### config.mk
export PLATFORM = sky130hd
export DESIGN_NAME = rf80386_bus_arbiter
export DESIGN_NICKNAME = d
export VERILOG_FILES = /design/src/rtl/rf80386_bus_arbiter.sv
export SDC_FILE = /design/constraint.sdc
export NUM_CORES = 1
export LEC_CHECK = 0
export ABC_AREA = 1
export CAP_MARGIN = 20
export CORE_AREA = 8 8 254 256
export DETAILED_ROUTE_END_ITERATION = 6
export DIE_AREA = 0 0 262 264
export PLACE_DENSITY = 0.57
export SYNTH_ARGS = -nofsm -noshare
export SYNTH_HDL_FRONTEND = slang
export SYNTH_SLANG_ARGS = --single-unit
### constraint.sdc
create_clock -name clk_i -period 2.1 [get_ports clk_i]
set_input_delay 0.21 -clock clk_i [delete_from_list [all_inputs] [get_ports clk_i]]
set_output_delay 0.21 -clock clk_i [all_outputs]
set_load 0.03 [all_outputs]
### src/rtl/rf80386_bus_arbiter.sv
// Two-port bus arbiter: a data port and an instruction-fetch port share one
// split-response bus. One transaction is outstanding at a time; responses are
// matched by transaction id, retries back off and reissue, and silence times out.
module rf80386_bus_arbiter #(
  parameter int unsigned RTY_WAIT = 8,
  parameter int unsigned TIMEOUT  = 31,
  parameter int unsigned STARVE   = 4
) (
  input  logic         clk_i,
  input  logic         rst_i,
  input  logic         if_req_i,
  input  logic [31:0]  if_adr_i,
  output logic         if_done_o,
  output logic         if_err_o,
  input  logic         d_req_i,
  input  logic         d_we_i,
  input  logic [31:0]  d_adr_i,
  input  logic [15:0]  d_sel_i,
  input  logic [127:0] d_dat_i,
  output logic         d_done_o,
  output logic         d_err_o,
  output logic [127:0] rdat_o,
  output logic         bus_cyc_o,
  output logic         bus_stb_o,
  output logic         bus_we_o,
  output logic [31:0]  bus_adr_o,
  output logic [15:0]  bus_sel_o,
  output logic [127:0] bus_dat_o,
  output logic [3:0]   bus_tid_o,
  input  logic         bus_ack_i,
  input  logic         bus_rty_i,
  input  logic [3:0]   bus_tid_i,
  input  logic [127:0] bus_dat_i
);

  localparam int unsigned StarveW = (STARVE > 0) ? $clog2(STARVE + 1) : 1;
  localparam int unsigned WaitW   = (TIMEOUT > 0) ? $clog2(TIMEOUT + 1) : 1;
  localparam int unsigned BoffW   = (RTY_WAIT > 0) ? $clog2(RTY_WAIT + 1) : 1;

  localparam logic [StarveW-1:0] StarveMax = StarveW'(STARVE);
  localparam logic [WaitW-1:0]   WaitLast  = WaitW'(TIMEOUT - 1);
  localparam logic [BoffW-1:0]   BoffLast  = BoffW'(RTY_WAIT - 1);

  typedef enum logic [1:0] {StIdle, StIssue, StWait, StBackoff} state_e;

  state_e               state_q, state_d;
  logic                 own_if_q, own_if_d;
  logic                 we_q, we_d;
  logic [31:0]          adr_q, adr_d;
  logic [15:0]          sel_q, sel_d;
  logic [127:0]         dat_q, dat_d;
  logic [3:0]           tid_q, tid_d;          // next tid to issue
  logic [3:0]           out_tid_q, out_tid_d;  // tid of the outstanding transaction
  logic [WaitW-1:0]     wait_cnt_q, wait_cnt_d;
  logic [BoffW-1:0]     boff_cnt_q, boff_cnt_d;
  logic [StarveW-1:0]   starve_q, starve_d;
  logic                 if_done_q, if_done_d;
  logic                 d_done_q, d_done_d;
  logic                 if_err_q, if_err_d;
  logic                 d_err_q, d_err_d;
  logic [127:0]         rdat_q, rdat_d;
  logic                 tid_match;

  assign tid_match = (bus_tid_i == out_tid_q);

  // Next-state: arbitration, issue, response matching, backoff and timeout.
  always_comb begin
    state_d    = state_q;
    own_if_d   = own_if_q;
    we_d       = we_q;
    adr_d      = adr_q;
    sel_d      = sel_q;
    dat_d      = dat_q;
    tid_d      = tid_q;
    out_tid_d  = out_tid_q;
    wait_cnt_d = wait_cnt_q;
    boff_cnt_d = boff_cnt_q;
    starve_d   = starve_q;
    rdat_d     = rdat_q;
    if_done_d  = 1'b0;
    d_done_d   = 1'b0;
    if_err_d   = 1'b0;
    d_err_d    = 1'b0;

    unique case (state_q)
      StIdle: begin
        // No grant while a done is pulsing, so requesters see done first.
        if (!if_done_q && !d_done_q) begin
          if (if_req_i && (!d_req_i || starve_q == StarveMax)) begin
            own_if_d = 1'b1;
            we_d     = 1'b0;
            adr_d    = if_adr_i;
            sel_d    = 16'hFFFF;
            dat_d    = '0;
            starve_d = '0;
            state_d  = StIssue;
          end else if (d_req_i) begin
            own_if_d = 1'b0;
            we_d     = d_we_i;
            adr_d    = d_adr_i;
            sel_d    = d_sel_i;
            dat_d    = d_dat_i;
            if (if_req_i && starve_q != StarveMax) starve_d = starve_q + 1'b1;
            state_d  = StIssue;
          end
        end
      end
      StIssue: begin
        out_tid_d  = tid_q;
        tid_d      = (tid_q == 4'd15) ? 4'd1 : tid_q + 4'd1;
        wait_cnt_d = '0;
        state_d    = StWait;
      end
      StWait: begin
        if (tid_match && bus_ack_i) begin
          if_done_d = own_if_q;
          d_done_d  = !own_if_q;
          rdat_d    = bus_dat_i;
          state_d   = StIdle;
        end else if (tid_match && bus_rty_i) begin
          boff_cnt_d = '0;
          state_d    = StBackoff;
        end else if (wait_cnt_q == WaitLast) begin
          if_done_d = own_if_q;
          d_done_d  = !own_if_q;
          if_err_d  = own_if_q;
          d_err_d   = !own_if_q;
          rdat_d    = '0;
          state_d   = StIdle;
        end else begin
          wait_cnt_d = wait_cnt_q + 1'b1;
        end
      end
      StBackoff: begin
        if (boff_cnt_q == BoffLast) begin
          state_d = StIssue;
        end else begin
          boff_cnt_d = boff_cnt_q + 1'b1;
        end
      end
      default: state_d = StIdle;
    endcase
  end

  // State register with synchronous active-low reset.
  always_ff @(posedge clk_i) begin
    if (!rst_i) begin
      state_q    <= StIdle;
      own_if_q   <= 1'b0;
      we_q       <= 1'b0;
      adr_q      <= '0;
      sel_q      <= '0;
      dat_q      <= '0;
      tid_q      <= 4'd1;
      out_tid_q  <= 4'd1;
      wait_cnt_q <= '0;
      boff_cnt_q <= '0;
      starve_q   <= '0;
      rdat_q     <= '0;
      if_done_q  <= 1'b0;
      d_done_q   <= 1'b0;
      if_err_q   <= 1'b0;
      d_err_q    <= 1'b0;
    end else begin
      state_q    <= state_d;
      own_if_q   <= own_if_d;
      we_q       <= we_d;
      adr_q      <= adr_d;
      sel_q      <= sel_d;
      dat_q      <= dat_d;
      tid_q      <= tid_d;
      out_tid_q  <= out_tid_d;
      wait_cnt_q <= wait_cnt_d;
      boff_cnt_q <= boff_cnt_d;
      starve_q   <= starve_d;
      rdat_q     <= rdat_d;
      if_done_q  <= if_done_d;
      d_done_q   <= d_done_d;
      if_err_q   <= if_err_d;
      d_err_q    <= d_err_d;
    end
  end

  // Bus outputs decoded from state; the tid shown during issue is the fresh one.
  always_comb begin
    bus_cyc_o = (state_q == StIssue) || (state_q == StWait);
    bus_stb_o = (state_q == StIssue);
    bus_tid_o = (state_q == StIssue) ? tid_q : out_tid_q;
  end

  assign bus_we_o  = we_q;
  assign bus_adr_o = adr_q;
  assign bus_sel_o = sel_q;
  assign bus_dat_o = dat_q;
  assign if_done_o = if_done_q;
  assign d_done_o  = d_done_q;
  assign if_err_o  = if_err_q;
  assign d_err_o   = d_err_q;
  assign rdat_o    = rdat_q;

endmodule

# --- Yosys cells after proc, flatten, opt, wreduce, memory -nomap -nowiden ---
# Index checks and enable logic that the tools add are counted.
totals:
  input_bits: 347
  out_inout_bits: 315
  ff_bits: 332
  word_cells: 106
op_classes:
  n_mux: 40
  eq_ne: 19
  addsub: 4
  bitwise_logic: 2
  reduce_logical: 25
ops:
  columns: ["operator", "n"]
  rows:
  - ["$mux W128", 5]
  - ["$mux W32", 2]
  - ["$mux W16", 2]
  - ["$mux W4", 5]
  - ["$ne A2 B2 Y1 const B", 8]
  - ["$reduce_and A4 Y1", 4]
  - ["$mux W5", 3]
  - ["$mux W2", 7]
  - ["$mux W1", 10]
  - ["$pmux W5 S2", 1]
  - ["$reduce_bool A2 Y1", 5]
  - ["$mux W3", 3]
  - ["$add A4 B1 Y4 const B", 2]
  - ["$pmux W2 S4", 1]
  - ["$pmux W4 S2", 1]
  - ["$ne A3 B3 Y1 const B", 2]
  - ["$reduce_and A3 Y1", 2]
  - ["$add A5 B1 Y5 const B", 1]
  - ["$eq A5 B5 Y1 const B", 1]
  - ["$logic_and A1 B1 Y1", 5]
  - ["$eq A2 B2 Y1 const B", 2]
  - ["$eq A4 B3 Y1 const B", 1]
  - ["$eq A4 B4 Y1", 1]
  - ["$eq A4 B4 Y1 const B", 1]
  - ["other kinds (10)", 15]

# --- Depth between registers and ports, before layout ---
logic_depth:
  word_depth: 6
  ltp_mapped: 12

# --- Worst setup path before layout ---
# Ideal clock, no wire load.
synth_timing:
  path_kind: "register to output"
  start: "register state_q[1]"
  end: "output bus_tid_o[0]"
  stages_incl_launch_ff: 7
  path_buffers: 1
  required_ns: 1.890
  arrival_time_ns: 1.472
  path_slack_ns: 0.418
  cell_sequence: "dfxtp_1 inv_1 ha_1 clkbuf_1 inv_1 a21oi_1 inv_1"
synth_via:
  elab_chain_cells: 2
synth_rtl:
  columns: ["element", "line_no", "rtl"]
  rows:
  - ["from (decl)", "46", "state_e state_q, state_d;"]
  - ["from (signal assigned)", "148", "state_q <= StIdle;"]
  - ["from (signal assigned)", "165", "state_q <= state_d;"]
  - ["$eq A2 B1 Y1", null, null]
  - ["via bus_stb_o", "24", "output logic bus_stb_o,"]
  - ["$mux W4", null, null]
  - ["to (decl)", "29", "output logic [3:0] bus_tid_o,"]
# The timed path passes the listed nets, and every way through them passes these cells.

# --- Worst setup path after layout ---
layout_timing:
  start: "register state_q[1]"
  end: "output bus_tid_o[0]"
layout_via:
  elab_chain_cells: 2
layout_rtl:
  columns: ["element", "line_no", "rtl"]
  rows:
  - ["$eq A2 B1 Y1", "188", "bus_tid_o = (state_q == StIssue) ? tid_q : out_tid_q;"]
  - ["$mux W4", null, null]
# No other way between the ends.

==> flow_metrics.py <==
metrics = {
    "status": {
        "outcome": "complete, no violations",
    },
    "power_and_ir_drop": {
        "power.share.switching": 0.356,
        "power_density_mw_per_mm2": 1060,
        "p_leak_nw": 7.80,
        "clockPowerShare": 0.295,
        "p_int_w": 0.0147,
        "ir_worst_vdd_v": 0.000707,
        "switchingPower_w": 0.00816,
        "combPwrFrac": 0.363,
        "seqPwrFrac": 0.342,
    },
    "finish": {
        "layout-drive-gt1-share": 0.118,
        "final_nets": 2483,
        "fin_util": 0.356,
        "regArea_mm2": 0.00665,
        "fillers": 6152,
        "multi_input_area_mm2": 0.00514,
        "final_common_cell": "clkdlybuf4s50_1",
        "areaGrowthSynthToFinish_pct": 73.2,
        "instances_no_fill": 2949,
        "layout_common_cells": "655 x clkdlybuf4s50_1, 348 x nand2_1, 332 x dfxtp_1",
    },
    "drt": {
        "drtIter0Drc": 715,
        "drc": 0,
        "highest_layer": "met5",
        "wl_met1_mm": 21.5,
        "vias": 12744,
        "wire_per_inst_um": 18.7,
        "wl_met2_mm": 26.3,
        "ant_nets": 0,
        "wl_met3_mm": 5.62,
        "routed_via_density": 4.32,
        "first_pass_iters": 5,
        "totalWireLength_mm": 55.0,
    },
    "yosys": {
        "synth_seq_cells": 332,
        "avgSynthCellArea_um2": 8.54,
        "syn-cell-area_mm2": 0.0125,
        "syn_inst": 1465,
        "synth_nets": 1822,
        "yosysWarnings": 0,
        "ys_types": 33,
        "ys_seq_area_frac": 0.532,
    },
    "global_route": {
        "grt_max_degree": 73,
        "grt_overflow": 0,
        "grt_usage": 0.150,
        "grt_pass1_wl_mm": 81.0,
        "antenna_found_initial": 10,
        "grt_pass1_vias": 13302,
    },
    "floorplan": {
        "die_width_um": 262,
        "ioPinCount": 662,
        "dieHeight_um": 264,
        "dieArea_mm2": 0.0692,
        "core_area_mm2": 0.0608,
        "row_count": 91,
        "start_util": 0.206,
    },
    "critical_path": {
        "cp_max_fo": 6,
        "cp_top_family": "buffers and inverters",
        "start_kind": "flop",
        "cp_data_required_time_ns": 1.89,
        "crit_top_cell": "inv_1",
        "end_kind": "primary output",
        "worst-path-buf-inv": 4,
        "cp_cell_sequence": "inv_1 > ha_4 > nand2_1 > inv_1 > a21oi_1 > inv_1 > clkbuf_2",
        "worstPathArrival_ns": 1.77,
        "cpMaxStageDelayCell": "dfxtp_1",
        "worst_path_largest_cell_delay_ns": 0.36,
        "worstSetupPathType": "reg -> out",
    },
    "timing": {
        "fin_crit_sh": 0.943,
        "timing.setup.tns_ns": 0,
        "fin_skew_ns": 0.0148,
        "finalMaxSlewViolations": 0,
        "hold_viol": 0,
        "fin_ws_ns": 0.120,
        "tightestPinTransition_ns": 0.526,
        "slew_headroom": 0.649,
        "rsz0062_at_grt": "no",
        "min_period_ns": 1.98,
        "whs_ns": 0.238,
        "setup_viol": 0,
        "fmax_mhz": 505,
    },
    "cts": {
        "path_clk_slew_ns": 0.06,
        "cts_root_buffer": "clkbuf_16",
        "numClockSinks": 332,
        "cts_max_path_buffers": 3,
        "htree_levels": 2,
        "cts_tree": "done",
        "cts_setup_buffers": 0,
        "clkLatencyLatePin_ns": 0.54,
        "cts_buffers": 40,
    },
    "worst_hold_path": {
        "holdCritPathClass": "in -> reg",
    },
    "placement": {
        "preCtsSetupSlack_ns": -0.0633,
        "port_buffers": 661,
        "place_hpwl_mm": 42.6,
        "place.gp.congestion": 0.835,
        "placed_cells": 2874,
    },
    "flow_run": {
        "drv_cap": 0,
    },
}
[cells by family after synthesis]
kind of cell | count (synthesis) | share of synthesized area
simple gates | 603 | 0.188
xor+xnor | 1 | 0.000701
flops | 332 | 0.532
fa+ha+maj | 10 | 0.0100
buf+inv | 152 | 0.0614
compound gates | 367 | 0.208
[cells in the mapped netlist]
| master | instances | share of area |
|---|---|---|
| nand2_1 | 349 | 0.10 |
| dfxtp_1 | 332 | 0.53 |
| nor2_1 | 216 | 0.065 |
| a22oi_1 | 129 | 0.077 |
| a21oi_2 | 90 | 0.063 |
| a21oi_1 | 88 | 0.035 |
| clkbuf_1 | 58 | 0.017 |
| inv_1 | 42 | 0.013 |
| o21ai_0 | 36 | 0.014 |
| buf_2 | 28 | 0.011 |
| nand3_1 | 16 | 0.0064 |
| o221a_2 | 12 | 0.011 |
| buf_8 | 10 | 0.012 |
| ha_1 | 10 | 0.010 |
| nor2_2 | 6 | 0.0030 |
| buf_1 | 5 | 0.0015 |
| buf_4 | 5 | 0.0030 |
| nand3_2 | 4 | 0.0032 |
| nand4_1 | 4 | 0.0020 |
| o221ai_1 | 4 | 0.0028 |
| a211oi_1 | 3 | 0.0018 |
| nor3_1 | 3 | 0.0012 |
| or2_2 | 3 | 0.0015 |
| buf_6 | 2 | 0.0018 |
| o21bai_1 | 2 | 0.0012 |
| a31oi_1 | 1 | 0.00050 |
| and3_1 | 1 | 0.00050 |
| buf_12 | 1 | 0.0016 |
| inv_2 | 1 | 0.00030 |
| nor3b_1 | 1 | 0.00060 |
| o211ai_1 | 1 | 0.00060 |
| o22ai_1 | 1 | 0.00050 |
| xor2_1 | 1 | 0.00070 |
[worst min-delay path: stages]
cell	delay (ns)
clkdlybuf4s50_1	0.39
nand2_1	0.06
a21oi_1	0.06
[state kept, by name, indices dropped and copies added, names as in the netlist, 4 cells and up]
name and cells:
boff_cnt_q 4, rdat_o 128, bus_adr_o 32, bus_sel_o 16, out_tid_q 4, tid_q 4, bus_dat_o 128, wait_cnt_q 5
[power groups by stage]
stage               logic [W]  clock network (W)  registers [W]
finish                0.00831            0.00677        0.00783
global route          0.00894            0.00727        0.00793
CTS                   0.00837            0.00703        0.00782
detailed placement    0.00837                  0        0.00793
global placement      0.00827                  0        0.00789
floorplan             0.00302                  0        0.00942
[area by class of cell]
cell class	instances	area share
repair buffers	728	0.342
flip-flops and latches	332	0.307
multi-input cells	981	0.237
clock buffers	63	0.0567
well taps	790	0.0456
inverters	43	0.00780
clock inverters	6	0.00254
diodes	6	0.000693
[through the flow]
| step | instance area, um2 | power (W) |
|---|---|---|
| 6_report | 21700 | 0.0229 |
| 5_1_grt | 21700 | 0.0241 |
| 4_1_cts | 21600 | 0.0232 |
| 3_5_place_dp | 20400 | 0.0163 |
| 3_3_place_gp | 20400 | 0.0162 |
| 2_1_floorplan | 12500 | 0.0124 |
[routing by layer]
layer	vias up	GRT usage
met2	546	0.258
li1	6212	-
met1	5893	0.166
met5	-	0
met4	2	0.0512
met3	91	0.0597
[repair_timing]
item / 4_1_cts / 5_1_grt
endpoints found under the hold margin: 0 / 0
resized for setup: 7 / 9
hold buffers: 0 / 0
endpoints found under the setup margin: 5 / 9
[final timing paths]
kind	endpoint	cells after the start	slack, ns	from
max reg2reg	bus_dat_o[35]	7	0.18	state_q[0]
min	rdat_o[25]	3	0.24	bus_dat_i[25]
min reg2reg	rdat_o[124]	2	0.46	rdat_o[124]
max	bus_tid_o[0]	7	0.12	state_q[1]
Note: power is estimated with default switching activity, not from simulation.
